===== config.mk =====
export PLATFORM = sky130hd
export DESIGN_NAME = uart_receiver_flat
export DESIGN_NICKNAME = d
export VERILOG_FILES = /design/src/rtl/uart_pkg.sv /design/src/rtl/uart_receiver_if.sv /design/src/rtl/uart_rx_sync.sv /design/src/rtl/uart_receiver.sv /design/src/flat_wrapper.sv
export SDC_FILE = /design/constraint.sdc
export NUM_CORES = 1
export LEC_CHECK = 0
export CORE_MARGIN = 4
export CORE_UTILIZATION = 45
export CTS_CLUSTER_DIAMETER = 60
export CTS_CLUSTER_SIZE = 20
export DETAILED_ROUTE_END_ITERATION = 10
export PLACE_DENSITY = 0.67
export SLEW_MARGIN = 20
export SYNTH_ARGS = -nofsm -noshare
export SYNTH_HDL_FRONTEND = slang
export SYNTH_HIERARCHICAL = 1
export SYNTH_SLANG_ARGS = --single-unit

===== constraint.sdc =====
create_clock -name sys_clk -period 3.76 [get_ports sys_clk]
set_input_delay 0.94 -clock sys_clk [delete_from_list [all_inputs] [get_ports sys_clk]]
set_output_delay 0.94 -clock sys_clk [all_outputs]
set_load 0.01 [all_outputs]

===== src/rtl/uart_pkg.sv =====
// ============================================================================
// Module : uart_pkg
// Brief  : Shared definitions for the 7-bit ASCII UART link (frame layout,
//          receiver state encoding, parity helper).
// Rev    : 1.0  initial release
// ============================================================================
`default_nettype none

package uart_pkg;

  localparam int DATA_BITS  = 7;
  localparam int FRAME_BITS = 10;

  typedef enum logic [2:0] {
    ST_IDLE   = 3'd0,
    ST_START  = 3'd1,
    ST_DATA   = 3'd2,
    ST_PARITY = 3'd3,
    ST_STOP   = 3'd4,
    ST_BREAK  = 3'd5
  } rx_state_t;

  // Even parity: the parity bit that makes the total count of ones even.
  function automatic logic calc_parity(input logic [DATA_BITS-1:0] data);
    return ^data;
  endfunction

endpackage

`default_nettype wire


===== src/rtl/uart_receiver_if.sv =====
// ============================================================================
// Module : uart_receiver_if
// Brief  : Serial input and character hand-off bundle of the UART receiver.
// Rev    : 1.0  initial release
// ============================================================================
`default_nettype none

interface uart_receiver_if;
  import uart_pkg::*;

  logic                 rx;
  logic                 data_ready;
  logic [DATA_BITS-1:0] data_out;
  logic                 data_valid;
  logic                 parity_err;
  logic                 frame_err;
  logic                 overrun;
  logic                 busy;

  modport master (
    input  rx,
    input  data_ready,
    output data_out,
    output data_valid,
    output parity_err,
    output frame_err,
    output overrun,
    output busy
  );

  modport slave (
    output rx,
    output data_ready,
    input  data_out,
    input  data_valid,
    input  parity_err,
    input  frame_err,
    input  overrun,
    input  busy
  );

endinterface

`default_nettype wire


===== src/rtl/uart_rx_sync.sv =====
// ============================================================================
// Module : uart_rx_sync
// Brief  : Flop chain bringing the asynchronous rx pin into sys_clk; resets
//          to the idle-high line level.
// Rev    : 1.0  initial release
// ============================================================================
`default_nettype none

module uart_rx_sync #(
  parameter int SYNC_STAGES = 2
) (
  input  wire logic sys_clk,
  input  wire logic reset,
  input  wire logic rx,
  output logic      rx_s
);

  logic [SYNC_STAGES-1:0] r_sync;

  generate
    if (SYNC_STAGES == 1) begin : g_single
      always_ff @(posedge sys_clk or posedge reset) begin
        if (reset) r_sync <= 1'b1;
        else       r_sync <= rx;
      end
    end else begin : g_chain
      always_ff @(posedge sys_clk or posedge reset) begin
        if (reset) r_sync <= '1;
        else       r_sync <= {r_sync[SYNC_STAGES-2:0], rx};
      end
    end
  endgenerate

  assign rx_s = r_sync[SYNC_STAGES-1];

endmodule

`default_nettype wire


===== src/rtl/uart_receiver.sv =====
// ============================================================================
// Module : uart_receiver
// Brief  : 7E1 UART receiver with mid-bit sampling and a one-entry
//          valid/ready holding register carrying per-character error flags.
// Rev    : 1.0  initial release
// ============================================================================
`default_nettype none

module uart_receiver
  import uart_pkg::*;
#(
  parameter int CLKS_PER_BIT = 1,
  parameter int SYNC_STAGES  = 2
) (
  input  wire logic        sys_clk,
  input  wire logic        reset,
  uart_receiver_if.master  bus
);

  localparam int c_CNT_W   = $clog2(CLKS_PER_BIT) + 1;
  localparam int c_HALF    = (CLKS_PER_BIT - 1) / 2;
  localparam int c_HALF_M1 = (c_HALF > 0) ? c_HALF - 1 : 0;

  localparam logic [c_CNT_W-1:0] c_RELOAD = c_CNT_W'(CLKS_PER_BIT - 1);
  localparam logic [c_CNT_W-1:0] c_FIRST  = c_CNT_W'(c_HALF_M1);
  localparam logic [c_CNT_W-1:0] c_CNT_1  = c_CNT_W'(1);
  localparam logic [2:0]         c_IDX_LAST = 3'(DATA_BITS - 1);

  logic w_rx_s;

  rx_state_t              r_state, w_state_next;
  logic [c_CNT_W-1:0]     r_cnt,   w_cnt_next;
  logic [2:0]             r_idx,   w_idx_next;
  logic                   w_tick;
  logic                   w_shift_en;
  logic                   w_par_en;
  logic                   w_stop_en;

  logic [DATA_BITS-1:0]   r_shift;
  logic                   r_perr;
  logic [DATA_BITS-1:0]   r_data;
  logic                   r_valid;
  logic                   r_parity_err;
  logic                   r_frame_err;
  logic                   r_overrun;

  uart_rx_sync #(
    .SYNC_STAGES (SYNC_STAGES)
  ) u_sync (
    .sys_clk (sys_clk),
    .reset   (reset),
    .rx      (bus.rx),
    .rx_s    (w_rx_s)
  );

  always_ff @(posedge sys_clk or posedge reset) begin
    if (reset) begin
      r_state <= ST_IDLE;
      r_cnt   <= '0;
      r_idx   <= '0;
    end else begin
      r_state <= w_state_next;
      r_cnt   <= w_cnt_next;
      r_idx   <= w_idx_next;
    end
  end

  // r_cnt counts down to the next sample instant; a bit is sampled when it hits 0.
  always_comb begin
    w_state_next = r_state;
    w_cnt_next   = r_cnt;
    w_idx_next   = r_idx;
    w_shift_en   = 1'b0;
    w_par_en     = 1'b0;
    w_stop_en    = 1'b0;
    w_tick       = (r_cnt == '0);

    case (r_state)
      ST_IDLE: begin
        if (!w_rx_s) begin
          w_idx_next = '0;
          if (c_HALF == 0) begin
            // Start bit is sampled in this very cycle; it is already known low.
            w_state_next = ST_DATA;
            w_cnt_next   = c_RELOAD;
          end else begin
            w_state_next = ST_START;
            w_cnt_next   = c_FIRST;
          end
        end
      end

      ST_START: begin
        if (w_tick) begin
          w_cnt_next   = c_RELOAD;
          w_state_next = w_rx_s ? ST_IDLE : ST_DATA;
        end else begin
          w_cnt_next = r_cnt - c_CNT_1;
        end
      end

      ST_DATA: begin
        if (w_tick) begin
          w_shift_en = 1'b1;
          w_cnt_next = c_RELOAD;
          if (r_idx == c_IDX_LAST) w_state_next = ST_PARITY;
          else                     w_idx_next   = r_idx + 3'd1;
        end else begin
          w_cnt_next = r_cnt - c_CNT_1;
        end
      end

      ST_PARITY: begin
        if (w_tick) begin
          w_par_en     = 1'b1;
          w_cnt_next   = c_RELOAD;
          w_state_next = ST_STOP;
        end else begin
          w_cnt_next = r_cnt - c_CNT_1;
        end
      end

      ST_STOP: begin
        if (w_tick) begin
          w_stop_en    = 1'b1;
          w_cnt_next   = '0;
          w_state_next = w_rx_s ? ST_IDLE : ST_BREAK;
        end else begin
          w_cnt_next = r_cnt - c_CNT_1;
        end
      end

      ST_BREAK: begin
        if (w_rx_s) w_state_next = ST_IDLE;
      end

      default: begin
        w_state_next = ST_IDLE;
        w_cnt_next   = '0;
        w_idx_next   = '0;
      end
    endcase
  end

  // Shift register and one-entry holding register. A load in the same cycle
  // as an accept wins over the clear.
  always_ff @(posedge sys_clk or posedge reset) begin
    if (reset) begin
      r_shift      <= '0;
      r_perr       <= 1'b0;
      r_data       <= '0;
      r_valid      <= 1'b0;
      r_parity_err <= 1'b0;
      r_frame_err  <= 1'b0;
      r_overrun    <= 1'b0;
    end else begin
      r_overrun <= 1'b0;

      if (w_shift_en) r_shift[r_idx] <= w_rx_s;
      if (w_par_en)   r_perr         <= w_rx_s ^ calc_parity(r_shift);

      if (r_valid && bus.data_ready) r_valid <= 1'b0;

      if (w_stop_en) begin
        if (!r_valid || bus.data_ready) begin
          r_data       <= r_shift;
          r_parity_err <= r_perr;
          r_frame_err  <= ~w_rx_s;
          r_valid      <= 1'b1;
        end else begin
          r_overrun <= 1'b1;
        end
      end
    end
  end

  assign bus.data_out   = r_data;
  assign bus.data_valid = r_valid;
  assign bus.parity_err = r_parity_err;
  assign bus.frame_err  = r_frame_err;
  assign bus.overrun    = r_overrun;
  assign bus.busy       = (r_state != ST_IDLE);

endmodule

`default_nettype wire

===== src/flat_wrapper.sv =====
// flat-port wrapper written by rule: the top's interface ports become plain ports
module uart_receiver_flat import uart_pkg::*;
#(
  parameter int CLKS_PER_BIT = 1,
  parameter int SYNC_STAGES  = 2
)
  (sys_clk, reset, bus_rx, bus_data_ready, bus_data_out, bus_data_valid, bus_parity_err, bus_frame_err, bus_overrun, bus_busy);
  uart_receiver_if bus_i ();
  input  wire logic sys_clk;
  input  wire logic reset;
  input wire logic [$bits(bus_i.rx)-1:0] bus_rx;
  input wire logic [$bits(bus_i.data_ready)-1:0] bus_data_ready;
  output wire logic [$bits(bus_i.data_out)-1:0] bus_data_out;
  output wire logic [$bits(bus_i.data_valid)-1:0] bus_data_valid;
  output wire logic [$bits(bus_i.parity_err)-1:0] bus_parity_err;
  output wire logic [$bits(bus_i.frame_err)-1:0] bus_frame_err;
  output wire logic [$bits(bus_i.overrun)-1:0] bus_overrun;
  output wire logic [$bits(bus_i.busy)-1:0] bus_busy;
  assign bus_i.rx = bus_rx;
  assign bus_i.data_ready = bus_data_ready;
  assign bus_data_out = bus_i.data_out;
  assign bus_data_valid = bus_i.data_valid;
  assign bus_parity_err = bus_i.parity_err;
  assign bus_frame_err = bus_i.frame_err;
  assign bus_overrun = bus_i.overrun;
  assign bus_busy = bus_i.busy;
  uart_receiver #(.CLKS_PER_BIT(CLKS_PER_BIT), .SYNC_STAGES(SYNC_STAGES)) u_core (.sys_clk(sys_clk), .reset(reset), .bus(bus_i));
endmodule

== After elaboration in Yosys (flattened, before gate mapping) ==
Cells that the tools add are included.
Word-level totals
  register bits: 28
  input port bits: 4
  word-level logic and storage cells: 75
Operators by class
  order comparisons: 2
  bitwise logic cells: 4
  reduce and logical (&&, ||, !) cells: 13
  eq/ne operators: 14
  mux-type cells: 29
  add/subtract/negate cells: 2
Operator list (count)
  two-way mux 3 bit: 11
  one-hot mux 3 bit (6 select lines): 1
  inequality test 2 bit, second input constant: 7
  two-way mux 1 bit: 12
  equality test 3 bit, second input constant: 3
  one-hot mux 3 bit (3 select lines): 1
  OR reduction 4 bit: 2
  bitwise mux 7 bit: 1
  AND reduction 7 bit: 1
  parity 7 bit: 1
  equality test 3 x 2 -> 1 bit, second input constant: 2
  < comparator 3 x 4 -> 1 bit, second input constant: 1
  AND reduction 2 bit: 2
  AND reduction 4 bit: 1
  adder 3 x 1 -> 3 bit, second input constant: 1
  demux 1 bit (select 3 bit): 1
  equality test 3 x 1 -> 1 bit, second input constant: 1
  greater-or-equal comparator 3 x 1 -> 1 bit, second input constant: 1
  logical NOT 3 bit: 1
  inverter 1 bit: 3
  one-hot mux 1 bit (3 select lines): 1
  nonzero test 3 bit: 1
  logical AND 1 bit: 2
  two-way mux 2 bit: 1
  5 further kinds: 5

== Depth between registers and ports, before layout ==
Gate-level depths: netlist (run 1).
  word-level depth: 5
  depth in mapped cells: 6
  gate-level depth less buffers: 6

== Modules after synthesis ==
Netlist (run 1), hierarchy kept.
By module, submodules not included
  uart_receiver: instances 1, area an instance 1128.6 um^2, cells an instance 94, sequential area each 625.6 um^2
  uart_rx_sync: instances 1, area an instance 56.3 um^2, cells an instance 3, sequential area each 52.6 um^2

== Least setup slack after synthesis (run 1) ==
Ideal clock, no wire load.
  path type: reg-to-output
  start point: register u_core.r_state[2]
  end point: output port bus_busy
  data required time: 2820 ps
  path buffers: 1
  data arrival time: 995 ps
  cell stages (with the launch flop): 3
  path slack: 1825 ps
  cell sequence: dfrtp_1 -> buf_2 -> or3_2
Between the ends
  word-level cells in the longest chain between the ends: 1
RTL lines
  start, declared: RTL line uart_receiver.sv:31  | rx_state_t r_state, w_state_next;
  start signal, assigned: RTL line uart_receiver.sv:62  | r_state <= w_state_next;
  nonzero test 3 bit: RTL line uart_receiver.sv:182  | assign bus.busy = (r_state != ST_IDLE);
  end, declared: RTL line flat_wrapper.sv:18  | output wire logic [$bits(bus_i.busy)-1:0] bus_busy;
Every way passes these cells.

== Worst setup path after layout (run 1) ==
Same ends and word-level chain as after synthesis.

==> results of run 1 <==
[worst max-delay path: cells and delay by family (launching register included)]
kind / cells / cell delay (ps)
simple gates: 1 / 510
flops: 1 / 490
buf+inv: 1 / 490
[cells in the mapped netlist (2+ instances only)]
library cell	number	share of area
xnor2_1	7	0.052
nor2_1	6	0.019
dfstp_2	2	0.044
mux2_2	16	0.15
nor2b_1	2	0.011
o21ai_0	6	0.025
dfrtp_1	25	0.53
inv_1	4	0.013
ha_1	2	0.021
nand2_1	8	0.025
nand3_1	4	0.017
[registers in the layout (all words and copies together) (netlist names)]
| register | cells |
|---|---|
| u_core/bus.data_out | 7 |
| u_core/r_state | 3 |
| u_core/r_idx | 3 |
| u_core/bus.overrun | 1 |
| u_core/u_sync/r_sync | 2 |
| u_core/r_shift | 7 |
| u_core/bus.parity_err | 1 |
| u_core/r_perr | 1 |
| u_core/bus.data_valid | 1 |
| u_core/bus.frame_err | 1 |
[per-layer routing]
layer	track usage	up-vias	wire length (um)
li1	-	362	-
met1	0.174	372	864
met2	0.225	19	972
met3	0.0196	2	87
met4	0.0388	0	8
met5	0	-	0
[cell type report]
cell class,instances,area share
Sequential cell,27,0.488
Tap cell,30,0.0270
Clock buffer,4,0.0189
Multi-Input combinational cell,64,0.347
Timing Repair Buffer,15,0.108
Inverter,4,0.0108
[per-stage QoR]
| stage | utilization | power, W | cell area, um^2 | instances | setup slack, ps |
|---|---|---|---|---|---|
| global route | 0.556 | 0.00129 | 1390 | 144 | 951 |
| finish | 0.556 | 0.00118 | 1390 | 144 | 1010 |
| floorplan | - | 0.000883 | 1180 | 97 | 1820 |
| CTS | 0.556 | 0.00120 | 1390 | 144 | 1010 |
| global placement | 0.545 | 0.00105 | 1360 | 140 | 1350 |
| detailed placement | 0.545 | 0.00107 | 1360 | 140 | 1290 |
[power groups by stage]
stage	Sequential, W	Combinational [W]	Clock [W]
detailed placement	0.000531	0.000542	0
global route	0.000548	0.000597	0.000142
global placement	0.000525	0.000527	0
finish	0.000521	0.000537	0.000123
CTS	0.000524	0.000545	0.000129
floorplan	0.000526	0.000357	0
[worst paths after layout]
path / start / end / slack, ps / cells past startpoint
max in group asynchronous: reset / u_core/r_shift[5] / 2030 / 2
worst max-delay path: u_core/r_state[2] / bus_busy / 1010 / 2
worst min-delay path: u_core/u_sync/r_sync[0] / u_core/u_sync/r_sync[1] / 370 / 0
worst min register to register: u_core/u_sync/r_sync[0] / u_core/u_sync/r_sync[1] / 370 / 0
min in group asynchronous: reset / u_core/u_sync/r_sync[0] / 940 / 2
worst max register to register: u_core/r_state[1] / u_core/r_shift[1] / 1960 / 3
[cells by family (layout without fill, tap and decap cells)]
logic type,Yosys count,count (layout)
mux,17,17
compound gates,9,9
flops,27,27
simple gates,29,29
buf+inv,6,23
xor+xnor,7,7
fa+ha+maj,2,2
==> flow_summary.json, run 1 <==
{
  "ys_warn_count": 6,
  "synth.avg_cell_area_um2": 12.2,
  "worstSetupEndpointType": "primary output",
  "status": "finished, final reports clean",
  "internal_power_w": 0.000780,
  "viasPerCell": 5.24,
  "layout_commonest_cell": "dfrtp_1",
  "slowest_stage": "or3_2",
  "p_leak_nw": 0.591,
  "yosys.area_share.adder": 0.0211,
  "synth_xor_xnor_area_share": 0.0517,
  "multiInputGateArea_um2": 482,
  "max_clock_freq_mhz": 364,
  "cts_buffer_depth": 2,
  "dr.pass1.iters": 4,
  "max_stage_delay_ps": 510,
  "whs_ps": 369,
  "fillers": 222,
  "overflow": 0,
  "synth_top_family_by_area": "multiplexers",
  "die_y_um": 59.3,
  "grt_usage": 0.132,
  "clock-root-buffer": "clkbuf_4",
  "finalHoldViolations": 0,
  "worstPathArrival_ps": 1810,
  "hold_path_class": "register to register",
  "path_clk_slew_ps": 140,
  "routed_wl_mm": 1.93,
  "postSynthCellCount": 97,
  "antenna_cells": 0,
  "num_rows": 18,
  "clk_latency_ps": 320,
  "netlist_area_um2": 1180,
  "seq_power_share": 0.441,
  "tightest_slew_ps": 946,
  "postCtsHoldBufs": 0,
  "antenna_found_initial": 0,
  "drive_above_1_share": 0.219,
  "ff_latch_area_um2": 678,
  "ir_drop_mv": 0.420,
  "p_comb_frac": 0.455,
  "p_sw_w": 0.000401,
  "drc": 0,
  "io_pins": 16,
  "cts_tree": "built",
  "synth_cell_types": 26,
  "die_width_um": 59.3,
  "max_cap_viol_count": 0,
  "via_count": 755,
  "final_antenna_net_count": 0,
  "yosys.area_share.simple": 0.132,
  "crit_type": "register to primary output",
  "drt_iter0_drc": 5,
  "slew_violations": 0,
  "synth_seq_area_share": 0.572,
  "netSwitchingFraction": 0.339,
  "synth-compound-area-share": 0.0401,
  "dp_hpwl_mm": 1.37,
  "finalNetCount": 121,
  "timing.slew.headroom": 0.368,
  "layout_common_cells": "dfrtp_1 (25), mux2_2 (16), clkdlybuf4s50_1 (15)",
  "numCtsBuffers": 3,
  "synth_edf_count": 0,
  "min_period_over_period": 0.731,
  "start_util": 0.474,
  "synth-async-reset-ratio": 1.00,
  "min_period_ps": 2750,
  "htree_num_levels": 1,
  "critPathLaunchType": "register",
  "gp_congestion": 0.759,
  "syn_nets": 103,
  "ys.flop_type": "dfrtp_1",
  "io_buffers": 15,
  "skew_ps": 10.6,
  "rsz0062_at_grt": "no",
  "synthMuxAreaShare": 0.162,
  "clock_sinks": 27,
  "setup_viol": 0,
  "setup_tns_ps": 0,
  "required_ps": 2820,
  "path_cells": "or3_2 -> clkdlybuf4s50_1",
  "die_area_um2": 3520,
  "grt_max_degree": 26,
  "crit_fanout": 9,
  "clkPwrFrac": 0.104,
  "cts_setup_buffers": 0,
  "wire_per_inst_um": 13.4,
  "ys_ff_latch": 27,
  "area_growth_pct": 17.2,
  "grt_pass1_vias": 795,
  "grt_pass1_wl_mm": 3.57,
  "powerDensity_nw_per_um2": 850,
  "cts-resized-gates": 0,
  "coreArea_um2": 2500
}
(Power assumes the default switching activity.)
==> run 2, diff against run 1 <==
--- a/config.mk
+++ b/config.mk
@@ -10,7 +10,7 @@
 export CTS_CLUSTER_DIAMETER = 60
 export CTS_CLUSTER_SIZE = 20
 export DETAILED_ROUTE_END_ITERATION = 10
-export PLACE_DENSITY = 0.67
+export PLACE_DENSITY = 0.7
 export SLEW_MARGIN = 20
 export SYNTH_ARGS = -nofsm -noshare
 export SYNTH_HDL_FRONTEND = slang
==> constraint.sdc (replaced) <==
create_clock -name sys_clk -period 2.3 [get_ports sys_clk]
set_input_delay 0.575 -clock sys_clk [delete_from_list [all_inputs] [get_ports sys_clk]]
set_output_delay 0.575 -clock sys_clk [all_outputs]
set_load 0.01 [all_outputs]
==> flow_summary.json, run 2 (synthesis results as in run 1) <==
{
  "status": "finished, final reports clean",
  "fin_area_um2": 1430,
  "whs_path_depth": 0,
  "postCtsHoldBufs": 0,
  "worstPathArrival_ps": 1520,
  "r2r_end": "u_core/r_shift[1]",
  "final_antenna_net_count": 0,
  "crit_fanout": 2,
  "io_buffers": 15,
  "critPathLaunchType": "register",
  "max_cap_viol_count": 0,
  "clkPwrFrac": 0.103,
  "path_clk_slew_ps": 140,
  "rsz0062_at_grt": "no",
  "hold_path_class": "register to register",
  "internal_power_w": 0.00129,
  "p_sw_w": 0.000662,
  "setup_tns_ps": 0,
  "start_util": 0.474,
  "antenna_found_initial": 0,
  "tightest_slew_ps": 377,
  "clock-root-buffer": "clkbuf_4",
  "regToRegSetupSlack_ps": 460,
  "gp_congestion": 0.753,
  "coreArea_um2": 2500,
  "cts_tree": "built",
  "drc": 0,
  "min_period_over_period": 0.911,
  "io_pins": 16,
  "worstHoldEndpoint": "u_core/u_sync/r_sync[1]",
  "via_count": 786,
  "antenna_cells": 0,
  "whs_ps": 370,
  "slew_violations": 0,
  "seq_power_share": 0.427,
  "overflow": 0,
  "powerDensity_nw_per_um2": 1370,
  "max_stage_delay_ps": 480,
  "grt_pass1_vias": 821,
  "netSwitchingFraction": 0.339,
  "viasPerCell": 5.28,
  "cts_buffer_depth": 2,
  "timing.slew.headroom": 0.748,
  "drt_iter0_drc": 21,
  "htree_num_levels": 1,
  "die_area_um2": 3520,
  "routed_wl_mm": 1.98,
  "drive_above_1_share": 0.269,
  "num_rows": 18,
  "clk_latency_ps": 310,
  "grt_pass1_wl_mm": 3.43,
  "layout_common_cells": "dfrtp_1 (23), mux2_2 (16), clkdlybuf4s50_1 (14)",
  "grt_max_degree": 26,
  "area_growth_pct": 20.5,
  "setup_viol": 0,
  "ir_drop_mv": 0.798,
  "crit_type": "register to primary output",
  "p_leak_nw": 0.612,
  "reg2reg_depth": 4,
  "finalHoldViolations": 0,
  "path_cells": "or3_2 -> dlygate4sd2_1",
  "dpl_cell_area_um2": 1380,
  "die_y_um": 59.3,
  "slowest_stage": "or3_2",
  "skew_ps": 1.59,
  "max_clock_freq_mhz": 477,
  "p_total_w": 0.00195,
  "die_width_um": 59.3,
  "numCtsBuffers": 3,
  "wire_per_inst_um": 13.3,
  "p_comb_frac": 0.470,
  "worst_path_dominant_cell_family": "simple AND/OR/NAND/NOR gates",
  "min_from": "u_core/u_sync/r_sync[0]",
  "required_ps": 1730,
  "finalNetCount": 126,
  "dr.pass1.iters": 2,
  "layout_commonest_cell": "dfrtp_1",
  "min_period_ps": 2100,
  "worstSetupEndpointType": "primary output",
  "reg2reg_from": "u_core/r_state[2]",
  "clock_sinks": 27,
  "crit_buf_inv": 1,
  "dp_hpwl_mm": 1.37,
  "grt_usage": 0.130
}
## run 2: changes by cell type in the layout (fill, tap and decap cells not counted), sizes merged
cell | previous run | this run
buf | 0 | 5
clkdlybuf4s50 | 15 | 14
dlygate4sd2 | 0 | 1
## run 2: metrics by stage
step                      utilization  instances  setup WS (ps)
after floorplan                     -         97            576
after global placement          0.551        142            316
after detailed placement        0.551        142            293
after CTS                       0.571        149            196
after global routing            0.571        149            161
final                           0.571        149            205
## run 2: metal layers
| metal | wire length, um | vias to the layer above | GRT usage |
|---|---|---|---|
| met5 | 0 | - | 0 |
| met4 | 22 | 0 | 0.0680 |
| met3 | 111 | 4 | 0.0283 |
| met2 | 926 | 18 | 0.211 |
| met1 | 916 | 389 | 0.160 |
| li1 | - | 375 | - |
## run 2: what timing repair did
action                     CTS  global route
gates resized for setup      3             0
setup endpoints to repair    1             0
setup buffers                3             0
## run 2: power by group through the flow
| stage | Clock, W | Sequential [W] | Combinational (W) |
|---|---|---|---|
| 6_report | 0.000201 | 0.000833 | 0.000919 |
| 5_1_grt | 0.000227 | 0.000867 | 0.00103 |
| 4_1_cts | 0.000210 | 0.000835 | 0.000930 |
| 3_5_place_dp | 0 | 0.000863 | 0.000889 |
| 3_3_place_gp | 0 | 0.000850 | 0.000875 |
| 2_1_floorplan | 0 | 0.000860 | 0.000584 |
## run 2: worst register-to-register path: cells and delay by family, from the launching register on
family	cells	cell delay [ps]
buf+inv	1	160
mux	1	320
simple gates	2	840
flops	1	430
## run 2: cell type report
cell class	count	area, um^2
Clock buffer	4	26.3
Sequential cell	27	681
Tap cell	30	37.5
Inverter	4	15.0
Fill cell	220	1070
Multi-Input combinational cell	64	482
Timing Repair Buffer	20	186
## run 2: how the worst max path moves through the flow
stage	from	depth (start not counted)	endpoint
floorplan	u_core/r_state[2]	4	u_core/r_shift[1]
global placement	u_core/r_state[2]	2	bus_busy
detailed placement	u_core/r_state[2]	2	bus_busy
CTS	u_core/r_state[2]	2	bus_busy
global route	u_core/r_state[2]	2	bus_busy
finish	u_core/r_state[2]	2	bus_busy
==> run 3, diff against run 2 <==
--- a/config.mk
+++ b/config.mk
@@ -10,6 +10,7 @@
 export CTS_CLUSTER_DIAMETER = 60
 export CTS_CLUSTER_SIZE = 20
 export DETAILED_ROUTE_END_ITERATION = 10
+export HOLD_SLACK_MARGIN = 0.1
 export PLACE_DENSITY = 0.7
 export SLEW_MARGIN = 20
 export SYNTH_ARGS = -nofsm -noshare
==> results of run 3 <==
The final DEF is identical to that of run 2; final timing and power are the same.
